===== src/rtl/tick_timer_pkg.sv =====
// Shared types for the tick-driven BCD timer: FSM states, BCD nibble type and increment helper.
package tick_timer_pkg;

  typedef enum logic [1:0] {IDLE, RUN, PAUSE, OVF} timer_state_t;

  typedef logic [3:0] bcd_t;

  localparam bcd_t BCD_MAX = 4'd9;

  // Wraps 9 (or any illegal nibble) back to 0 so a digit can never leave the BCD range.
  function automatic bcd_t bcd_inc(input bcd_t v);
    return (v >= BCD_MAX) ? 4'd0 : v + 4'd1;
  endfunction

endpackage


===== src/rtl/bcd_digit.sv =====
// One BCD digit of the timer count. Increments on inc_in and produces a carry
// into the next digit when it wraps from 9.
import tick_timer_pkg::*;

module bcd_digit (
  input  logic clock,
  input  logic reset_n,
  input  logic inc_in,
  input  logic clr,
  output bcd_t q,
  output logic carry_out
);

  // Digit register: clear wins over increment.
  always_ff @(posedge clock or negedge reset_n) begin
    if (!reset_n) begin
      q <= '0;
    end else if (clr) begin
      q <= '0;
    end else if (inc_in) begin
      q <= bcd_inc(q);
    end
  end

  assign carry_out = (q == BCD_MAX) & inc_in;

endmodule


===== src/rtl/tick_bcd_timer.sv =====
// BCD tick timer: synchronises scaledclk (data only), turns each rising edge into a
// one-cycle tick and counts ticks in packed BCD under start/stop/clear control.
// Optional build macro LAP_HOLD_EN adds a lap/hold register in front of the digits output.
import tick_timer_pkg::*;

module tick_bcd_timer #(
  parameter int unsigned NUM_DIGITS  = 4,
  parameter int unsigned SYNC_STAGES = 2
) (
  input  logic                    clock,
  input  logic                    reset_n,
  input  logic                    scaledclk,
  input  logic                    start_stop,
  input  logic                    clear,
  input  logic                    lap,
  output logic [4*NUM_DIGITS-1:0] digits,
  output logic                    running,
  output logic                    overflow
);

  logic [SYNC_STAGES-1:0]  sync_q;
  logic                    prev_q;
  logic                    tick;
  timer_state_t            state_q;
  logic                    running_q;
  logic                    overflow_q;
  logic [4*NUM_DIGITS-1:0] count_q;
  logic [NUM_DIGITS:0]     inc_chain;
  logic                    all_nines;
  logic                    unused_carry;

  // Synchroniser chain and previous-value flop for rising-edge detection.
  always_ff @(posedge clock or negedge reset_n) begin
    if (!reset_n) begin
      sync_q <= '0;
      prev_q <= 1'b0;
    end else begin
      sync_q <= {sync_q[SYNC_STAGES-2:0], scaledclk};
      prev_q <= sync_q[SYNC_STAGES-1];
    end
  end

  assign tick = sync_q[SYNC_STAGES-1] & ~prev_q;

  // Detect the terminal count so the final tick drives OVF instead of wrapping.
  always_comb begin
    all_nines = 1'b1;
    for (int i = 0; i < int'(NUM_DIGITS); i++) begin
      if (count_q[4*i +: 4] != BCD_MAX) all_nines = 1'b0;
    end
  end

  // A tick alongside start_stop in RUN still counts; clear discards it.
  assign inc_chain[0] = tick & (state_q == RUN) & ~clear & ~all_nines;

  for (genvar g = 0; g < NUM_DIGITS; g++) begin : g_digit
    bcd_digit u_digit (
      .clock     (clock),
      .reset_n   (reset_n),
      .inc_in    (inc_chain[g]),
      .clr       (clear),
      .q         (count_q[4*g +: 4]),
      .carry_out (inc_chain[g+1])
    );
  end

  assign unused_carry = inc_chain[NUM_DIGITS];

  // Control FSM with registered status outputs; clear > start_stop > tick.
  always_ff @(posedge clock or negedge reset_n) begin
    if (!reset_n) begin
      state_q    <= IDLE;
      running_q  <= 1'b0;
      overflow_q <= 1'b0;
    end else if (clear) begin
      state_q    <= IDLE;
      running_q  <= 1'b0;
      overflow_q <= 1'b0;
    end else begin
      unique case (state_q)
        IDLE: begin
          if (start_stop) begin
            state_q   <= RUN;
            running_q <= 1'b1;
          end
        end
        RUN: begin
          if (start_stop) begin
            state_q   <= PAUSE;
            running_q <= 1'b0;
          end else if (tick && all_nines) begin
            state_q    <= OVF;
            running_q  <= 1'b0;
            overflow_q <= 1'b1;
          end
        end
        PAUSE: begin
          if (start_stop) begin
            state_q   <= RUN;
            running_q <= 1'b1;
          end
        end
        OVF: begin
          // Only clear leaves OVF.
        end
        default: begin
          state_q    <= IDLE;
          running_q  <= 1'b0;
          overflow_q <= 1'b0;
        end
      endcase
    end
  end

  assign running  = running_q;
  assign overflow = overflow_q;

`ifdef LAP_HOLD_EN
  logic                    hold_q;
  logic                    hold_d;
  logic [4*NUM_DIGITS-1:0] count_d;
  logic [4*NUM_DIGITS-1:0] digits_q;

  // Next count value, so the display register tracks the count on the same edge.
  always_comb begin
    count_d = count_q;
    hold_d  = clear ? 1'b0 : (hold_q ^ lap);
    for (int i = 0; i < int'(NUM_DIGITS); i++) begin
      if (clear) begin
        count_d[4*i +: 4] = '0;
      end else if (inc_chain[i]) begin
        count_d[4*i +: 4] = bcd_inc(count_q[4*i +: 4]);
      end
    end
  end

  // Display register freezes while hold is set and shows the live count otherwise.
  always_ff @(posedge clock or negedge reset_n) begin
    if (!reset_n) begin
      hold_q   <= 1'b0;
      digits_q <= '0;
    end else begin
      hold_q <= hold_d;
      if (clear) begin
        digits_q <= '0;
      end else if (!hold_d) begin
        digits_q <= count_d;
      end
    end
  end

  assign digits = digits_q;
`else
  logic unused_lap;

  assign unused_lap = lap;
  assign digits     = count_q;
`endif

endmodule

===== config.mk =====
export PLATFORM = sky130hd
export DESIGN_NAME = tick_bcd_timer
export DESIGN_NICKNAME = d
export VERILOG_FILES = /design/src/rtl/tick_timer_pkg.sv /design/src/rtl/bcd_digit.sv /design/src/rtl/tick_bcd_timer.sv
export SDC_FILE = /design/constraint.sdc
export NUM_CORES = 1
export LEC_CHECK = 0
export BUFFER_PORTS_ARGS = -buffer_cell sky130_fd_sc_hd__buf_4
export CAP_MARGIN = 20
export CORE_MARGIN = 3
export CORE_UTILIZATION = 59
export DETAILED_ROUTE_END_ITERATION = 8
export GPL_ROUTABILITY_DRIVEN = 0
export PLACE_DENSITY = 0.84
export SLEW_MARGIN = 20
export SYNTH_ARGS = -nofsm -noshare
export SYNTH_HDL_FRONTEND = slang
export SYNTH_SLANG_ARGS = --single-unit

===== constraint.sdc =====
create_clock -name clock -period 3.13 [get_ports clock]
set_input_delay 0.626 -clock clock [delete_from_list [all_inputs] [get_ports clock]]
set_output_delay 0.626 -clock clock [all_outputs]
set_load 0.05 [all_outputs]

After elaboration in Yosys (flattened, before gate mapping)
Cells that the tools add are included.

Output and inout port bits: 18. Logic and storage cells: 81. Bits in registers: 23. Input bits: 6.

Multiplexer cells: 30. Add/subtract/negate cells: 4. Reduce and logical (&&, ||, !) cells: 12. Magnitude comparators: 4. Bitwise operators: 10. Eq/ne operators: 12.

Operators with widths (count): 4-bit two-way mux (12); 4-bit by 1-bit adder with 4-bit output (second input constant) (4); 4-bit greater-or-equal comparator (second input constant) (4); 4-bit inequality test (second input constant) (4); 4-bit == test (second input constant) (3); 1-bit two-way mux (12); 2-bit nonzero test (6); 2-bit two-way mux (4); 1-bit bitwise AND (7); 3-bit AND reduction (2); 4-bit by 3-bit inequality test with 1-bit output (second input constant) (1); 2-bit one-hot mux with 2 select lines (1); 3-bit by 1-bit inequality test with 1-bit output (second input constant) (1); 1-bit NOT (3); 3-bit nonzero test (1); 2-bit by 1-bit == test with 1-bit output (second input constant) (1); 2-bit == test (second input constant) (1); 2-bit logical NOT (1); 2-bit by 1-bit inequality test with 1-bit output (second input constant) (1); 1-bit one-hot mux with 2 select lines (1); 2-bit OR reduction (1); 1-bit logical AND (1).

Logic depth before layout (Yosys ltp)
Word-level depth: 12. Mapped depth: 7. Depth with buffers taken out: 7.

By module
Synthesis repeated with hierarchy kept, for this count alone.

Cells, all modules: 136. Area total of the unflattened synthesis: 1431.4 um2.

Modules (own cells, without submodules): bcd_digit (g_digit[1].u_digit ...) (area an instance 269.0 um2, times used 3, cells an instance 27); tick_bcd_timer (area an instance 352.8 um2, times used 1, cells an instance 29); bcd_digit (g_digit[0].u_digit) (area an instance 271.5 um2, times used 1, cells an instance 26).

Worst setup path before layout
Ideal clock, no wire load.

Path type: flip-flop to flip-flop. Start: register g_digit[2].u_digit.q[1]. End: register g_digit[1].u_digit.q[2]. Path buffers: 0. Clock period less this slack: 2.110 ns. Cell stages (with the launch flop): 8. Library setup time: 0.078 ns. Setup slack: 1.020 ns. Data arrival time: 2.032 ns. Cells stage by stage: dfrtp_1 > inv_1 > ha_1 > and3b_4 > nand4b_4 > o21ai_2 > or4b_1 > a21oi_1.

Word-level cells in the longest chain between the ends: 7.

RTL lines: from (decl) (line bcd_digit.sv:10) `output bcd_t q,`; from (signal assigned) (line bcd_digit.sv:21) `q <= bcd_inc(q);`; 4-bit inequality test (line tick_bcd_timer.sv:49) `if (count_q[4*i +: 4] != BCD_MAX) all_nines = 1'b0;`; 1-bit two-way mux (2 in series) (line tick_bcd_timer.sv:49); 1-bit NOT (line tick_bcd_timer.sv:54) `assign inc_chain[0] = tick & (state_q == RUN) & ~clear & ~all_nines;`; 1-bit bitwise AND (line tick_bcd_timer.sv:54); 1-bit bitwise AND (line bcd_digit.sv:25) `assign carry_out = (q == BCD_MAX) & inc_in;`; 2-bit nonzero test (no line); to (signal assigned) (line bcd_digit.sv:21); to (decl) (line bcd_digit.sv:10).

No other way between the ends. A chain may end at the register's enable or synchronous reset.

Worst setup path in the final report
Start: register g_digit[0].u_digit.q[1]. End: register g_digit[3].u_digit.q[3].

Word-level cells in the longest chain between the ends: 11. Elaborated cells between the ends (all ways): 12.

RTL lines (line): from (decl) (bcd_digit.sv:10); from (signal assigned) (bcd_digit.sv:21); 4-bit inequality test (tick_bcd_timer.sv:49); 1-bit two-way mux (4 in series) (tick_bcd_timer.sv:49); 1-bit NOT (tick_bcd_timer.sv:54); 1-bit bitwise AND (tick_bcd_timer.sv:54); 1-bit bitwise AND * (3 in series) (bcd_digit.sv:25); 2-bit nonzero test (no line) *; to (signal assigned) (bcd_digit.sv:21); to (decl) (bcd_digit.sv:10).

Every way passes the cells marked *; elsewhere a longest branch is shown, timed or not.

==> flow_summary_export.csv <==
group,metric,value,unit
global_routing,track_usage,0.201,
global_routing,grt.overflow.total,0,
sta,slew_violations,0,
logic_synthesis,synth_edf_count,0,
power,p_leak,0.803,nW
clock_tree,htree_levels,1,
clock_tree,cts.sinks,23,
logic_synthesis,syn-num-nets,155,
die,start_util,0.656,
routing,detail_route.wl_per_cell,13.3,um
sta,fin_crit,1970,ps
die,floorplan.rows,16,
clock_tree,cts_resized,0,
sta,final.setup_skew,7.02,ps
clock_tree,clkSlewWorstSetupHoldPaths,130,ps
sta,hold_viol,0,
power,netSwitchingFraction,0.321,
critical_path,critPathMaxStageDelay,450,ps
global_routing,antenna_found_initial,0,
global_routing,grt_max_degree,24,
die,die_w,54.1,um
sta,rsz0062_at_grt,"no",
logic_synthesis,synth_top_family_by_area,"simple AND/OR/NAND/NOR gates",
logic_synthesis,synth_seq_cells,23,
clock_tree,insertion_delay,310,ps
power,total_power,0.000592,W
routing,drt-initial-drc-count,12,
sta,maxSlewHeadroom,0.714,
clock_tree,cts_tree,"done",
cells_and_area,area_delta_synth_final,16.0,%
routing,vias,1086,
clock_tree,cts_buffers,3,
power,clockPowerShare,0.235,
cells_and_area,fin_nets,180,
logic_synthesis,ys_warn_count,0,
power,cellPowerDensity,374,nW/um^2
logic_synthesis,muxShareOfSynthArea,0.00825,
power,p_sw,0.000190,W
logic_synthesis,synth_compound_area_frac,0.151,
critical_path,worstSetupEndpointType,"flop",
logic_synthesis,synthDistinctLibCells,43,
critical_path,crit_arrival,2240,ps
logic_synthesis,synthFlopType,"dfrtp_1",
placement,numPortBuffers,22,
logic_synthesis,syn_inst,137,
sta,fmax,507,MHz
die,chipHeight,54.1,um
routing,wirelength,2.51,mm
placement,dp.cells,184,
routing,drc,0,
critical_path,path_cells,"inv_1 -> ha_1 -> nand3b_4 -> nor3_2 -> a41oi_2 -> nor4_1 -> a211o_1",
cells_and_area,antennaDiodeCount,0,
routing,vias_per_cell,5.78,
die,io_pins,24,
outcome,outcome,"complete, no violations",
global_routing,grt_pass1_vias,1005,
clock_tree,cts_buffer_depth,2,
global_routing,grt_pass1_wl,4.22,mm
logic_synthesis,synth_area,1370,sq um
die,die_area,2930,sq um
logic_synthesis,synthTopCellsByArea,"dfrtp_1 (42%), ha_1 (11%), nor2_1 (3.3%)",
power,p_int,0.000402,W
clock_tree,hold_buffers,0,
logic_synthesis,synthSimpleGateAreaFrac,0.273,
critical_path,crit_path_max_fanout,8,
critical_path,critPathTopFamily,"simple AND/OR/NAND/NOR gates",
routing,drt-pass1-iter-count,4,
clock_tree,cts_setup_buffers,0,
clock_tree,ctsRootBufferMaster,"clkbuf_4",
logic_synthesis,synth.top_cell.area_share,0.422,
logic_synthesis,yosys.area.top_type,"dfrtp_1",
critical_path,cpMaxStageDelayCell,"dfrtp_1",
power,seq_power_share,0.558,
placement,dpl.hpwl,1.89,mm
sta,period_share,0.630,
critical_path,worstSetupPathType,"flop to flop",
logic_synthesis,syn_avg_cell_area,9.96,sq um
cells_and_area,fin_util,0.761,
sta,setup_viol,0,
sta,worst_pin_slew,425,ps
cells_and_area,stdcell_count,188,
logic_synthesis,async_flop_share,1.00,
logic_synthesis,synth_xor_area_frac,0,
cells_and_area,drive_above_1_share,0.242,
cells_and_area,fill_cells,149,
sta,tns,0,ps
logic_synthesis,synthAdderAreaFrac,0.110,
critical_path,cp.required,3390,ps
power,power_frac_comb,0.207,
worst_hold_path,hold_class,"input port to async pin",
critical_path,cp-start-kind,"flop",
die,core,2080,sq um
critical_path,cp_num_buf_inv,1,
run,max_cap_violations,0,
routing,ant_nets,0,
power,peakVddDrop,0.446,mV
logic_synthesis,yosysSeqAreaShare,0.422,
-- state kept, by name (all words and copies together) (netlist names) --
name	count
state_q	2
g_digit.u_digit.q	16
prev_q	1
overflow	1
running	1
sync_q	2
-- routing by layer --
layer  GRT usage  up-vias  part of all wire
met5           0        -                 0
met4      0.0913        0             0.012
met3      0.0332        4             0.033
met2       0.345       18              0.50
met1       0.246      520              0.46
li1            -      544                 -
-- cell type report --
class	count	area (sq um)	area share
multi-input combinational	101	741	0.468
inverter	11	41.3	0.0261
sequential	23	576	0.363
clock inverter	1	5.00	0.00316
timing repair buffer	22	165	0.104
tap	27	33.8	0.0213
clock buffer	3	22.5	0.0142
-- final timing paths --
check                                          endpoint  slack, ps               startpoint  cells after the start
worst max register to register  g_digit[3].u_digit.q[3]       1160  g_digit[0].u_digit.q[1]                      7
worst min register to register                sync_q[1]        360                sync_q[0]                      0
worst max-delay path            g_digit[3].u_digit.q[3]       1160  g_digit[0].u_digit.q[1]                      7
min in group clock                            sync_q[1]        360                sync_q[0]                      0
worst min-delay path            g_digit[2].u_digit.q[0]        180                  reset_n                      1
max in group asynchronous       g_digit[1].u_digit.q[1]       2720                  reset_n                      1
-- cells by family after synthesis --
kind of cell               after synthesis
muxes                                    1
DFF                                     23
adders and majority gates               12
and+or+nand+nor                         57
buffers and inverters                   13
AOI/OAI and AO/OA                       31
-- placed cells by master (no fill, tap or decap), types with 2 or more instances in the layout --
master    netlist  routed
a21o_1          2       2
a21oi_1         8       8
nor3_1          3       3
clkbuf_4        0       3
buf_4           0      22
nor3_2          2       2
o21ai_1         2       2
dfrtp_1        23      23
inv_1          11      11
nand3_1         5       5
a211o_1         2       2
nor4_1          3       3
nand2_1         8       8
o21ai_0         7       7
ha_1           12      12
nor2b_1         3       3
nand2b_1        2       2
or3_1           2       2
and3b_1         2       2
or3b_2          3       3
nor2_1         12      12
-- cell usage after synthesis, drive strengths merged, types with 3 or more instances --
cell,n
a21oi,8
and3b,3
dfrtp,23
ha,12
inv,11
nand2,8
nand3,5
nor2,13
nor2b,3
nor3,5
nor4,3
o21ai,10
or3,3
or3b,4
-- per-stage QoR --
| stage | worst slack, ps | hold WS (ps) | instance area, sq um |
|---|---|---|---|
| floorplan | 1020 | 330 | 1370 |
| global placement | 1230 | 335 | 1560 |
| detailed placement | 1170 | 335 | 1560 |
| CTS | 1140 | 178 | 1580 |
| global route | 976 | 174 | 1580 |
| finish | 1160 | 176 | 1580 |
-- power groups by stage --
| stage | logic (W) | registers (W) | clock network, W |
|---|---|---|---|
| floorplan | 0.0000487 | 0.000371 | 0 |
| global placement | 0.000120 | 0.000335 | 0 |
| finish | 0.000123 | 0.000330 | 0.000139 |
| detailed placement | 0.000124 | 0.000336 | 0 |
| CTS | 0.000124 | 0.000330 | 0.000144 |
| global route | 0.000134 | 0.000333 | 0.000156 |
No activity file was read; power rests on OpenSTA's default activity.
